File: src/rtl/fibonacci_index_finder.sv
// Fibonacci index finder: for an input value, iterates fib(k) upward and reports
// the largest n with fib(n) <= value, plus whether the value is exactly fib(n).
// Ports:
//   clk_i, reset_i       clock, asynchronous active-high reset
//   start_i, value_i     request and value, sampled only while ready_o=1
//   ready_o              high exactly while idle
//   done_o               one-cycle pulse when results are valid
//   index_o, exact_o     largest index and exact-match flag (held until next start)
//   range_err_o          value exceeded MAX_VALUE (held until next start)
module fibonacci_index_finder #(
  parameter int unsigned VALUE_W   = 14,
  parameter int unsigned INDEX_W   = 7,
  parameter int unsigned MAX_VALUE = 9999
) (
  input  logic               clk_i,
  input  logic               reset_i,
  input  logic               start_i,
  input  logic [VALUE_W-1:0] value_i,
  output logic               ready_o,
  output logic               done_o,
  output logic [INDEX_W-1:0] index_o,
  output logic               exact_o,
  output logic               range_err_o
);

  localparam logic [VALUE_W-1:0] MAX_V = VALUE_W'(MAX_VALUE);

  typedef enum logic [1:0] {
    IDLE   = 2'd0,
    SEARCH = 2'd1,
    DONE   = 2'd2
  } state_t;

  state_t             state;
  logic [VALUE_W:0]   a;    // fib(k)
  logic [VALUE_W:0]   b;    // fib(k+1); extra bit keeps a+b from wrapping
  logic [INDEX_W-1:0] k;
  logic [VALUE_W-1:0] val;

  logic [VALUE_W:0]   val_ext;
  assign val_ext = {1'b0, val};

  // Search FSM with registered handshake and result outputs
  always_ff @(posedge clk_i or posedge reset_i) begin
    if (reset_i) begin
      state       <= IDLE;
      a           <= '0;
      b           <= '0;
      k           <= '0;
      val         <= '0;
      ready_o     <= 1'b1;
      done_o      <= 1'b0;
      index_o     <= '0;
      exact_o     <= 1'b0;
      range_err_o <= 1'b0;
    end else begin
      done_o <= 1'b0;
      case (state)
        IDLE: begin
          if (start_i) begin
            val         <= value_i;
            index_o     <= '0;
            exact_o     <= 1'b0;
            range_err_o <= 1'b0;
            ready_o     <= 1'b0;
            if (value_i > MAX_V) begin
              range_err_o <= 1'b1;
              done_o      <= 1'b1;
              state       <= DONE;
            end else begin
              a     <= '0;
              b     <= (VALUE_W+1)'(1);
              k     <= '0;
              state <= SEARCH;
            end
          end
        end
        SEARCH: begin
          // b overtaking val means a=fib(k) is the largest fib <= val
          if (b > val_ext) begin
            index_o <= k;
            exact_o <= (a == val_ext);
            done_o  <= 1'b1;
            state   <= DONE;
          end else begin
            a <= b;
            b <= a + b;
            k <= k + INDEX_W'(1);
          end
        end
        DONE: begin
          ready_o <= 1'b1;
          state   <= IDLE;
        end
        default: begin
          ready_o <= 1'b1;
          state   <= IDLE;
        end
      endcase
    end
  end

endmodule

File: config.mk
export PLATFORM = sky130hd
export DESIGN_NAME = fibonacci_index_finder
export DESIGN_NICKNAME = d
export VERILOG_FILES = /design/src/rtl/fibonacci_index_finder.sv
export SDC_FILE = /design/constraint.sdc
export NUM_CORES = 1
export LEC_CHECK = 0
export ABC_AREA = 1
export CELL_PAD_IN_SITES_DETAIL_PLACEMENT = 1
export CELL_PAD_IN_SITES_GLOBAL_PLACEMENT = 1
export CORE_MARGIN = 2
export CORE_UTILIZATION = 43
export CTS_BUF_LIST = sky130_fd_sc_hd__clkbuf_16
export DETAILED_ROUTE_END_ITERATION = 6
export GPL_TIMING_DRIVEN = 0
export PLACE_DENSITY = 0.83
export SLEW_MARGIN = 20
export SYNTH_ARGS = -nofsm -noshare
export SYNTH_HDL_FRONTEND = slang
export SYNTH_SLANG_ARGS = --single-unit
File: constraint.sdc
create_clock -name clk_i -period 2.2 [get_ports clk_i]
set_input_delay 0.22 -clock clk_i [delete_from_list [all_inputs] [get_ports clk_i]]
set_output_delay 0.22 -clock clk_i [all_outputs]
set_load 0.03 [all_outputs]
==> results by group <==
Status
  • Status: complete, no violations

Clock tree
  • Clk slew on worst S/H paths: approximately 60 ps
  • Root Driver: clkbuf_16
  • CTS tree: built
  • Worst-Skew Late Latency: ~340 ps
  • CTS Sinks: 64
  • CTS Buf Count: 9
  • CTS Buffer Depth: 2
  • CTS H-Tree Depth: 3

Yosys
  • Syn_area_per_cell: 7.137 µm²
  • Synth Flop Type: dfrtp_1
  • Simple-Gate Fraction of Synth Area: 35.37%
  • Synth Net Count: 625
  • Netlist cell types: 33
  • Synth area leaders: dfrtp_1 38%, nand2_1 21%, ha_1 8.8%
  • Mapped cell area: 4125 µm²
  • Post-synthesis instance total: 578
  • FF+latch count, synth: between 60 and 70
  • Mux cell area share after synthesis: 0%
  • Largest family of logic cells by synthesized area: simple AND/OR/NAND/NOR gates
  • Post-synth top area share: 38.22%
  • Synth Area in Adders: 9.281%
  • Warnings from Yosys: 0
  • Synth Area in Compound Gates: 4.307%
  • Synth area leader: dfrtp_1
  • Xor-xnor portion of the synthesized cell area: 3.822%
  • Post-synthesis sequential area ratio: 38.85%
  • Ys async rst share: between 90% and 100%
  • Number of synthesized flops with an enable pin: 0

Timing
  • Final setup fails: 0
  • Layout Skew: 7.158 ps
  • Fin. max-slew vios: 0
  • FMAX: 0.4709 GHz
  • Worst-margin pin slew: ~500 ps
  • Fin crit period: 2124 ps
  • Final count of hold timing violations: 0
  • Slew headroom: roughly 67%
  • Period utilization: 96.53%

GRT
  • Largest net degree at the start of global routing: between 50 and 60
  • Total grt overflow: 0
  • First-pass GRT wire length: 20.42 mm
  • Initial antenna violation count: 0
  • Vias in the first global route: 4,164
  • All-Layer GR Usage: 25.59%

Critical path
  • CP arrival: between 2000 and 2500 ps
  • CP required: between 2000 and 2500 ps
  • Crit Path Category: flop to flop
  • Crit path max fanout: 10
  • Startpoint Class: flop
  • Crit. End Element: flop

Floorplan
  • Row cnt: 35
  • Die area: 10,390 µm²
  • Starting density of the core: 44.43%
  • Die Span Y: 101.9 µm
  • Top-Level Pins: 28
  • Die W: 101.9 µm
  • Core area: 9284 µm²

Final layout
  • Most frequent cells in the layout: 230 x nand2_1, 67 x inv_1, 63 x dfrtp_1
  • Finished Cell Area: 5022 µm²
  • Antenna Cells: 0
  • Commonest non-fill, non-tap cell in the layout: nand2_1
  • Filler Cell Count: 1,188
  • Fin nets: around 670
  • Layout cell share with drive strength beyond 1: 8.121%
  • Area grow syn2layout: 21.75%

Routing
  • Via count: 3,918
  • Detail Route Antenna Nets: 0
  • DRC Markers: 0
  • Vias per cell: 5.176
  • Wirelength per Cell: 16.91 µm
  • 1st-pass router iterations: 5
  • Iter 0 DRT Violations: 126
  • DRT Wirelength: 12.80 mm

Run
  • Max-cap violation count: 0

Hold path
  • Type of the tightest min-delay check: primary input to asynchronous set/reset pin

Place
  • Post-DP HPWL: approximately 9.3 mm
  • Placer Congestion: around 0.84
  • Placed instance area: 4587 µm²
  • Buffers on Ports: 27

Pwr
  • Leakage power: 2.699 nW
  • IR drop worst, VDD: 0.5546 mV
  • Total Power: between 6 and 7 mW
  • Pwr/cell area: 1303 nW/µm²
[cells by family after synthesis]
logic type               Yosys count
adder cells (fa/ha/maj)           30
buffers and inverters             82
XOR/XNOR                          18
flip-flops                        64
AND/OR/NAND/NOR                  349
AO/OA/AOI/OAI                     35
[registers in the layout, indices dropped and copies added (netlist names)]
name	count
done_o	1
val	14
index_o	7
exact_o	1
range_err_o	1
ready_o	1
k	7
a	15
state	2
b	15
[area by class of cell]
cell class	count	area [µm²]	share of cell area [%]
sequential	64	1603	31.91
multi-input combinational	432	2227	44.34
buffer	13	90.09	1.794
timing repair buffer	35	362.8	7.225
inverter	69	266.5	5.306
tap	129	161.4	3.214
clock buffer	9	225.2	4.484
clock inverter	6	86.33	1.719
[Yosys cell counts, types with 2 or more instances]
cell and instances:
buf_2 4, xnor2_1 16, inv_1 67, nand4_1 7, ha_1 29, nand3_1 39, dfrtp_1 63, nand3b_1 3
nand2_2 2, and2_1 4, o21ai_0 19, nand2_1 233, nor3_1 3, xor2_1 2, a21oi_1 14, nor2_1 49
buf_6 4, clkbuf_1 5
[final timing paths]
| check | slack [ps] | cells after the start | end | start |
|---|---|---|---|---|
| max in group asynchronous | 1470 | 3 | ready_o | reset_i |
| setup / recovery | 80 | 12 | b[6] | b[12] |
| setup reg to reg | 80 | 12 | b[6] | b[12] |
| hold reg to reg | 480 | 2 | k[6] | k[6] |
| hold / removal | 170 | 2 | a[11] | reset_i |
| min in group clk_i | 440 | 3 | val[0] | value_i[0] |
[what timing repair did]
action,4_1_cts,5_1_grt
setup buffers,0,7
hold buffers,0,0
pin swaps,0,2
endpoints found under the setup margin,2,42
resized for setup,3,14
[metrics by stage]
stage	setup slack, ps	hold WS (ps)	std cells	util [%]	TNS, ps
floorplan	383.6	329.6	578	-	0
global placement	-872.5	457.6	734	49.08	-57780
detailed placement	-197.5	468.9	735	49.41	-5396
CTS	13.15	173.5	750	52.87	0
global route	-40.71	188.4	757	54.10	-252.1
finish	76.42	168.6	757	54.10	0
[worst max-delay path, cell delays in order (launching register included)]
cell	delay (ps)
dfrtp_1	430
ha_1	330
nand2_1	70
nor3_2	210
inv_2	80
nor2_4	100
nand2_1	80
nand2_2	90
nand3_4	170
nand2_8	160
buf_6	160
nand2_1	80
nand2_1	80
[power breakdown]
group          total (mW)  internal (mW)  switching, mW
logic                3.17           1.19           1.98
clock network        1.53          0.981          0.548
registers            1.84           1.50          0.337
total                6.54           3.68           2.87
[metal layers]
layer	vias up	GRT usage, %	share of wire [%]
li1	1887	-	-
met1	1920	30.05	42
met2	67	46.36	51
met3	44	5.198	3.4
met4	0	8.923	3.7
met5	-	0	0
Note: power is estimated with default switching activity, not from simulation.
